File: config.mk
export PLATFORM = sky130hd
export DESIGN_NAME = delay_requester
export DESIGN_NICKNAME = d
export VERILOG_FILES = /design/src/rtl/delay_req_pkg.sv /design/src/rtl/req_wait_timer.sv /design/src/rtl/delay_requester.sv
export SDC_FILE = /design/constraint.sdc
export NUM_CORES = 1
export LEC_CHECK = 0
export ABC_AREA = 0
export BUFFER_PORTS_ARGS = -buffer_cell sky130_fd_sc_hd__buf_4
export CAP_MARGIN = 0
export CORE_UTILIZATION = 58
export DETAILED_ROUTE_END_ITERATION = 10
export GPL_TIMING_DRIVEN = 0
export HOLD_SLACK_MARGIN = 0.06
export PLACE_DENSITY = 0.78
export REMOVE_ABC_BUFFERS = 1
export SYNTH_ARGS = -nofsm -noshare
export SYNTH_HDL_FRONTEND = slang
export SYNTH_SLANG_ARGS = --single-unit
File: constraint.sdc
create_clock -name clk -period 3.1 [get_ports clk]
set_input_delay 0.155 -clock clk [delete_from_list [all_inputs] [get_ports clk]]
set_output_delay 0.155 -clock clk [all_outputs]
set_load 0.01 [all_outputs]
File: src/rtl/delay_req_pkg.sv
// Shared definitions for the delay requester: FSM state encoding and
// default timing parameters.
package delay_req_pkg;

  localparam int WCNT_W        = 5;
  localparam int RCNT_W        = 2;
  localparam int TIMEOUT_DEF   = 16;
  localparam int MAX_RETRY_DEF = 3;

  typedef enum logic [2:0] {
    ST_IDLE  = 3'd0,
    ST_ISSUE = 3'd1,
    ST_WAIT  = 3'd2,
    ST_OK    = 3'd3,
    ST_FAIL  = 3'd4
  } state_t;

endpackage

File: src/rtl/req_wait_timer.sv
// Wait-cycle counter for one attempt: loads 1 when the attempt is issued,
// counts up while waiting and flags the terminal count at TIMEOUT.
module req_wait_timer
  import delay_req_pkg::*;
#(
  parameter int TIMEOUT = TIMEOUT_DEF
) (
  input  logic              clk,
  input  logic              rst,
  input  logic              i_load,
  input  logic              i_inc,
  output logic [WCNT_W-1:0] o_wcnt,
  output logic              o_tc
);

  localparam logic [WCNT_W-1:0] TIMEOUT_L = WCNT_W'(TIMEOUT);

  logic [WCNT_W-1:0] r_wcnt;

  // Counter never passes TIMEOUT because the FSM stops incrementing at tc.
  always_ff @(posedge clk or posedge rst) begin
    if (rst) begin
      r_wcnt <= {WCNT_W{1'b0}};
    end else if (i_load) begin
      r_wcnt <= {{(WCNT_W-1){1'b0}}, 1'b1};
    end else if (i_inc) begin
      r_wcnt <= r_wcnt + {{(WCNT_W-1){1'b0}}, 1'b1};
    end else begin
      r_wcnt <= r_wcnt;
    end
  end

  assign o_wcnt = r_wcnt;
  assign o_tc   = (r_wcnt == TIMEOUT_L);

endmodule

File: src/rtl/delay_requester.sv
// Issues a start pulse to a delay unit, waits for its done pulse with a
// per-attempt timeout, re-issues on timeout and reports ok/fail.
module delay_requester
  import delay_req_pkg::*;
#(
  parameter int TIMEOUT   = TIMEOUT_DEF,
  parameter int MAX_RETRY = MAX_RETRY_DEF
) (
  input  logic        clk,
  input  logic        rst,
  input  logic        req_i,
  output logic        start_o,
  input  logic        done_i,
  output logic        busy_o,
  output logic        ok_o,
  output logic        fail_o,
  output logic [4:0]  latency_o,
  output logic [1:0]  retries_o,
  output logic        spur_o
);

  localparam logic [RCNT_W-1:0] MAX_RETRY_L = RCNT_W'(MAX_RETRY);

  state_t            r_state;
  logic [RCNT_W-1:0] r_rcnt;
  logic              r_start;
  logic              r_busy;
  logic              r_ok;
  logic              r_fail;
  logic              r_spur;
  logic [WCNT_W-1:0] r_latency;
  logic [RCNT_W-1:0] r_retries;

  logic [WCNT_W-1:0] w_wcnt;
  logic              w_tc;
  logic              w_load;
  logic              w_inc;

  assign w_load = (r_state == ST_ISSUE);
  assign w_inc  = (r_state == ST_WAIT) && !done_i && !w_tc;

  req_wait_timer #(
    .TIMEOUT (TIMEOUT)
  ) u_wait_timer (
    .clk    (clk),
    .rst    (rst),
    .i_load (w_load),
    .i_inc  (w_inc),
    .o_wcnt (w_wcnt),
    .o_tc   (w_tc)
  );

  // Control FSM; every output is set on the edge entering its state.
  always_ff @(posedge clk or posedge rst) begin
    if (rst) begin
      r_state   <= ST_IDLE;
      r_rcnt    <= {RCNT_W{1'b0}};
      r_start   <= 1'b0;
      r_busy    <= 1'b0;
      r_ok      <= 1'b0;
      r_fail    <= 1'b0;
      r_spur    <= 1'b0;
      r_latency <= {WCNT_W{1'b0}};
      r_retries <= {RCNT_W{1'b0}};
    end else begin
      r_start <= 1'b0;
      r_ok    <= 1'b0;
      r_fail  <= 1'b0;
      case (r_state)
        ST_IDLE: begin
          if (req_i) begin
            r_state <= ST_ISSUE;
            r_rcnt  <= {RCNT_W{1'b0}};
            r_start <= 1'b1;
            r_busy  <= 1'b1;
            // A done coinciding with the new request still counts as spurious.
            r_spur  <= done_i;
          end else begin
            r_state <= ST_IDLE;
            r_spur  <= r_spur | done_i;
          end
        end
        ST_ISSUE: begin
          r_state <= ST_WAIT;
          r_spur  <= r_spur | done_i;
        end
        ST_WAIT: begin
          if (done_i) begin
            r_state   <= ST_OK;
            r_ok      <= 1'b1;
            r_latency <= w_wcnt;
            r_retries <= r_rcnt;
          end else if (w_tc) begin
            if (r_rcnt < MAX_RETRY_L) begin
              r_state <= ST_ISSUE;
              r_start <= 1'b1;
              r_rcnt  <= r_rcnt + {{(RCNT_W-1){1'b0}}, 1'b1};
            end else begin
              r_state   <= ST_FAIL;
              r_fail    <= 1'b1;
              r_retries <= r_rcnt;
            end
          end else begin
            r_state <= ST_WAIT;
          end
        end
        ST_OK, ST_FAIL: begin
          r_state <= ST_IDLE;
          r_busy  <= 1'b0;
          r_spur  <= r_spur | done_i;
        end
        default: begin
          r_state <= ST_IDLE;
          r_busy  <= 1'b0;
        end
      endcase
    end
  end

  assign start_o   = r_start;
  assign busy_o    = r_busy;
  assign ok_o      = r_ok;
  assign fail_o    = r_fail;
  assign spur_o    = r_spur;
  assign latency_o = r_latency;
  assign retries_o = r_retries;

endmodule

==> results of run 1 <==
==> power groups by stage <==
stage | clock network (uW) | registers [uW] | logic, uW
2_1_floorplan | 0 | 437 | 175
3_3_place_gp | 0 | 433 | 278
3_5_place_dp | 0 | 438 | 286
4_1_cts | 158 | 432 | 288
5_1_grt | 165 | 444 | 322
6_report | 155 | 432 | 286
==> area by class of cell <==
class / instances / area [um^2] / share of cell area, %
flip-flops and latches: 22 / 551 / 46.1
multi-input cells: 57 / 437 / 36.5
repair buffers: 16 / 123 / 10.3
clock buffers: 4 / 36.3 / 3.04
well taps: 24 / 30.0 / 2.51
inverters: 5 / 18.8 / 1.57
==> critical path, stage by stage, from the launching register on <==
cell and delay, ps:
dfrtp_1 450, inv_1 80, ha_1 160, nor4bb_1 750, a41oi_1 270, mux2_2 330
==> timing repair <==
action	in CTS	in global routing
endpoints found under the hold margin	22	0
hold buffers	1	0
buffers inserted	0	0
==> metal layers <==
| layer | GRT usage, % | wire length (um) | vias up |
|---|---|---|---|
| met5 | 0 | 0 | - |
| met4 | 7.27 | 28 | 0 |
| met3 | 4.90 | 73 | 2 |
| met2 | 31.2 | 803 | 21 |
| met1 | 29.7 | 854 | 355 |
| li1 | - | - | 362 |
==> Yosys cell counts (2+ instances only) <==
master	n	area share [%]
o21ai_0	4	1.9
a21oi_1	5	2.4
nor2_1	3	1.1
o31a_2	2	1.9
ha_1	3	3.6
dfrtp_1	22	53
inv_1	5	1.8
a31oi_1	2	1.2
nor4b_1	2	1.7
or3_1	2	1.2
nand3_1	4	1.9
nand2_1	3	1.1
clkbuf_1	2	0.72
nor3_1	2	0.96
a41oi_1	2	1.7
buf_4	2	1.4
mux2_2	8	8.6
==> cell families (layout without fill, tap and decap cells) <==
family	Yosys count	count (layout)
fa+ha+maj	3	3
mux	9	9
buf+inv	11	25
flops	22	22
compound gates	21	21
simple gates	24	24
==> per-stage QoR <==
stage | cell area [um^2] | power, uW | instances | util, %
3_3_place_gp | 1150 | 711 | 123 | 72.1
4_1_cts | 1190 | 878 | 128 | 75.0
3_5_place_dp | 1150 | 723 | 123 | 72.1
6_report | 1190 | 873 | 128 | 75.0
5_1_grt | 1190 | 931 | 128 | 75.0
2_1_floorplan | 1010 | 613 | 84 | -
==> how the worst max path moves through the flow <==
stage,startpoint,slack [ps],endpoint
global placement,u_wait_timer.o_wcnt[0]$_DFFE_PP0P_,920,retries_o[0]$_DFFE_PP0P_
floorplan,u_wait_timer.o_wcnt[0]$_DFFE_PP0P_,1270,retries_o[0]$_DFFE_PP0P_
detailed placement,u_wait_timer.o_wcnt[0]$_DFFE_PP0P_,970,retries_o[0]$_DFFE_PP0P_
CTS,u_wait_timer.o_wcnt[0]$_DFFE_PP0P_,960,retries_o[0]$_DFFE_PP0P_
finish,u_wait_timer.o_wcnt[0]$_DFFE_PP0P_,960,retries_o[0]$_DFFE_PP0P_
global route,u_wait_timer.o_wcnt[0]$_DFFE_PP0P_,820,retries_o[0]$_DFFE_PP0P_
==> state kept, by name (all words and copies together), names as in the netlist <==
name                 cells
fail_o                   1
latency_o                5
retries_o                2
u_wait_timer.o_wcnt      5
ok_o                     1
r_rcnt                   2
r_state                  3
busy_o                   1
start_o                  1
spur_o                   1
==> impl_metrics.env, run 1 <==
export IMPL_antenna_left=0
export IMPL_skew_ps=1.44
export IMPL_drt_iter0_drc=10
export IMPL_ios=16
export IMPL_worst_pin_slew_ps=854
export IMPL_power_frac_seq_pct=49.5
export IMPL_period_minus_slack_ps=2140
export IMPL_h_tree_depth=1
export IMPL_status="finished, final reports clean"
export IMPL_grt_pass1_vias=667
export IMPL_cts_sinks=22
export IMPL_hp_start="done_i"
export IMPL_cp_start_kind="flop"
export IMPL_slew_violations=0
export IMPL_coreArea_um2=1590
export IMPL_avgSynthCellArea_um2=11.6
export IMPL_die_y_um=44.4
export IMPL_grt_ovfl_total=0
export IMPL_drc_errors=0
export IMPL_worstPathMaxFanout=6
export IMPL_end_kind="flop"
export IMPL_min_to="spur_o$_DFFE_PP0P_"
export IMPL_clk_path_buf_depth=2
export IMPL_layout_common_cells="dfrtp_1 (22), buf_4 (15), mux2_2 (8)"
export IMPL_track_usage_pct=20.8
export IMPL_max_freq_ghz=0.468
export IMPL_synthAdderAreaFrac_pct=3.59
export IMPL_final_nets=112
export IMPL_leakagePower_uw=0.000549
export IMPL_grt_pass1_wl_um=2950
export IMPL_syn_area_um2=1040
export IMPL_powerDensity_nw_per_um2=730
export IMPL_p_comb_share_pct=32.7
export IMPL_postCtsResizedCells=0
export IMPL_relSlewSlack_pct=42.3
export IMPL_clkLatencyLatePin_ps=310
export IMPL_ys_warn_count=0
export IMPL_avgRoutedWirePerCell_um=13.8
export IMPL_post_place_ws_ps=973
export IMPL_path_clk_slew_ps=110
export IMPL_die_area_um2=1970
export IMPL_wl_um=1760
export IMPL_start_util_pct=65.5
export IMPL_synth_ff_type="dfrtp_1"
export IMPL_reg2reg_slack_ps=960
export IMPL_port_buffers=15
export IMPL_synthMuxAreaShare_pct=9.58
export IMPL_drt_pass1_iterations=4
export IMPL_setup_violations=0
export IMPL_antenna_found_initial=0
export IMPL_dp_hpwl_um=1210
export IMPL_finalHoldViolations=0
export IMPL_synthXorXnorAreaFrac_pct=0
export IMPL_synth_distinct_cells=34
export IMPL_fin_tns_setup_ps=0
export IMPL_rr_startpoint="u_wait_timer.o_wcnt[0]$_DFFE_PP0P_"
export IMPL_regToRegEndpoint="retries_o[0]$_DFFE_PP0P_"
export IMPL_ys_ff_latch=22
export IMPL_synthToLayoutAreaGrowth_pct=14.4
export IMPL_synth_edf_count=0
export IMPL_path_class="reg2reg"
export IMPL_setup_slack_ps=962
export IMPL_rows=14
export IMPL_mostFrequentLayoutCell="dfrtp_1"
export IMPL_cp_arrival_ps=2340
export IMPL_fill_cells=106
export IMPL_swShare_pct=34.0
export IMPL_synth_compound_area_share_pct=13.9
export IMPL_power_switching_uw=297
export IMPL_synth_simple_area_share_pct=14.7
export IMPL_synth_top_family_by_area="simple AND/OR/NAND/NOR gates"
export IMPL_netlist_instances=90
export IMPL_r2r_cells=5
export IMPL_synth_seq_area_share_pct=52.7
export IMPL_drive_gt1_share_pct=29.8
export IMPL_hold_worst_slack_ps=113
export IMPL_period_share_pct=69.0
export IMPL_min_delay_path_depth=2
export IMPL_num_vias=740
export IMPL_min_path_type="in2reg"
export IMPL_internal_power_uw=576
export IMPL_grt_max_degree=23
export IMPL_gp_congestion=0.786
export IMPL_die_w_um=44.4
export IMPL_cts_buffers_inserted=3
export IMPL_crit_required_ps=3310
export IMPL_ir_drop_v=0.000433
export IMPL_maxCapViolations=0
export IMPL_pwr_share_clk_pct=17.8
export IMPL_synthArstFlopShare_pct=100
export IMPL_cts_tree="done"
export IMPL_grt_setup_unrepaired="false"
export IMPL_antenna_cells=0
export IMPL_routed_via_density=5.78
export IMPL_cts_root_buffer="clkbuf_4"
(Power assumes the default switching activity.)
==> run 2, diff against run 1 <==
--- a/config.mk
+++ b/config.mk
@@ -8,11 +8,11 @@
 export ABC_AREA = 0
 export BUFFER_PORTS_ARGS = -buffer_cell sky130_fd_sc_hd__buf_4
 export CAP_MARGIN = 0
-export CORE_UTILIZATION = 58
+export CORE_UTILIZATION = 54
 export DETAILED_ROUTE_END_ITERATION = 10
 export GPL_TIMING_DRIVEN = 0
 export HOLD_SLACK_MARGIN = 0.06
-export PLACE_DENSITY = 0.78
+export PLACE_DENSITY = 0.73
 export REMOVE_ABC_BUFFERS = 1
 export SYNTH_ARGS = -nofsm -noshare
 export SYNTH_HDL_FRONTEND = slang
==> constraint.sdc (replaced) <==
create_clock -name clk -period 2.1 [get_ports clk]
set_input_delay 0.105 -clock clk [delete_from_list [all_inputs] [get_ports clk]]
set_output_delay 0.105 -clock clk [all_outputs]
set_load 0.01 [all_outputs]
==> impl_metrics.env, run 2 (synthesis gave the netlist of run 1 again) <==
export IMPL_min_path_type="in2reg"
export IMPL_die_y_um=46.0
export IMPL_cts_buffers_inserted=3
export IMPL_avgRoutedWirePerCell_um=13.4
export IMPL_end_kind="flop"
export IMPL_coreArea_um2=1760
export IMPL_h_tree_depth=1
export IMPL_cts_root_buffer="clkbuf_4"
export IMPL_drt_iter0_drc=14
export IMPL_drc_errors=0
export IMPL_rows=15
export IMPL_skew_ps=6.24
export IMPL_relSlewSlack_pct=39.5
export IMPL_grt_pass1_wl_um=2840
export IMPL_wl_um=1740
export IMPL_clkLatencyLatePin_ps=300
export IMPL_max_freq_ghz=0.513
export IMPL_slew_violations=0
export IMPL_grt_max_degree=23
export IMPL_finalHoldViolations=0
export IMPL_antenna_found_initial=0
export IMPL_worstPathMaxFanout=13
export IMPL_design_area_um2=1220
export IMPL_hp_start="req_i"
export IMPL_start_util_pct=59.2
export IMPL_min_delay_path_depth=3
export IMPL_dp_hpwl_um=1190
export IMPL_ir_drop_v=0.000678
export IMPL_period_share_pct=92.9
export IMPL_maxCapViolations=0
export IMPL_worst_pin_slew_ps=895
export IMPL_synthToLayoutAreaGrowth_pct=16.9
export IMPL_final_nets=113
export IMPL_powerDensity_nw_per_um2=1060
export IMPL_min_to="r_state[0]$_DFF_PP0_"
export IMPL_grt_pass1_vias=634
export IMPL_dpl_instance_area_um2=1150
export IMPL_grt_ovfl_total=0
export IMPL_die_area_um2=2110
export IMPL_cts_setup_buffers=0
export IMPL_mostFrequentLayoutCell="dfrtp_1"
export IMPL_period_minus_slack_ps=1950
export IMPL_layout_common_cells="dfrtp_1 (22), buf_4 (15), mux2_2 (8)"
export IMPL_grt_setup_unrepaired="false"
export IMPL_cp_start_kind="flop"
export IMPL_routed_via_density=5.74
export IMPL_path_clk_slew_ps=120
export IMPL_port_buffers=15
export IMPL_crit_required_ps=2300
export IMPL_antenna_cells=0
export IMPL_setup_slack_ps=150
export IMPL_post_place_ws_ps=-32.4
export IMPL_leakagePower_uw=0.000554
export IMPL_drive_gt1_share_pct=30.5
export IMPL_cts_tree="done"
export IMPL_r2r_cells=3
export IMPL_rr_startpoint="r_state[1]$_DFF_PP0_"
export IMPL_status="finished, final reports clean"
export IMPL_path_class="reg2reg"
export IMPL_antenna_left=0
export IMPL_drt_pass1_iterations=4
export IMPL_cp_arrival_ps=2150
export IMPL_setup_violations=0
export IMPL_fin_util_pct=69.2
export IMPL_num_vias=746
export IMPL_reg2reg_slack_ps=150
export IMPL_regToRegEndpoint="r_rcnt[1]$_DFFE_PP0P_"
export IMPL_clk_path_buf_depth=2
export IMPL_gp_congestion=0.833
export IMPL_cts_sinks=22
export IMPL_die_w_um=46.0
export IMPL_track_usage_pct=19.6
export IMPL_ios=16
==> run 2: how the worst max path moves through the flow <==
stage                                             from                  endpoint  slack, ps
finish                            r_state[1]$_DFF_PP0_     r_rcnt[1]$_DFFE_PP0P_        150
global route                      r_state[1]$_DFF_PP0_     r_rcnt[1]$_DFFE_PP0P_         90
CTS                 u_wait_timer.o_wcnt[0]$_DFFE_PP0P_  retries_o[1]$_DFFE_PP0P_        190
detailed placement  u_wait_timer.o_wcnt[0]$_DFFE_PP0P_  retries_o[1]$_DFFE_PP0P_        -30
global placement    u_wait_timer.o_wcnt[0]$_DFFE_PP0P_  retries_o[0]$_DFFE_PP0P_        -50
floorplan           u_wait_timer.o_wcnt[0]$_DFFE_PP0P_  retries_o[0]$_DFFE_PP0P_        270
==> run 2: worst max-delay path, stage by stage, from the launching register on <==
cell     delay (ps)
dfrtp_1         570
nor4b_1         780
nand3_1         190
mux2_2          310
==> run 2: layout make-up <==
cell class	count	area, um^2
clock buffers	4	36.3
inverters	5	18.8
repair buffers	17	133
flip-flops and latches	22	551
well taps	25	31.3
fillers	148	543
multi-input cells	57	452
==> run 2: repair_timing <==
action                                 CTS  global route
setup endpoints to repair                2             1
hold buffers                             1             1
resized for setup                        1             1
pin swaps                                0             0
endpoints found under the hold margin   22             1
==> run 2: metal layers <==
| layer | global-route usage, % | wire (um) | vias up |
|---|---|---|---|
| li1 | - | - | 366 |
| met1 | 26.5 | 848 | 355 |
| met2 | 28.7 | 797 | 21 |
| met3 | 4.76 | 69 | 4 |
| met4 | 10.6 | 27 | 0 |
| met5 | 0 | 0 | - |
==> run 2: per-stage QoR <==
| step | std cells | hold WS, ps | setup TNS (ps) | total power [uW] |
|---|---|---|---|---|
| 6_report | 130 | 89.8 | 0 | 1290 |
| 5_1_grt | 130 | 115 | 0 | 1380 |
| 4_1_cts | 129 | 62.0 | 0 | 1300 |
| 3_5_place_dp | 124 | 304 | -61.4 | 1060 |
| 3_3_place_gp | 124 | 307 | -87.4 | 1050 |
| 2_1_floorplan | 84 | 94.2 | 0 | 904 |
==> run 2: report_power, final <==
group          internal, uW  leakage (uW)  switching [uW]
clock                   106     0.0000210             122
combinational           231      0.000246             192
sequential              519      0.000287             121
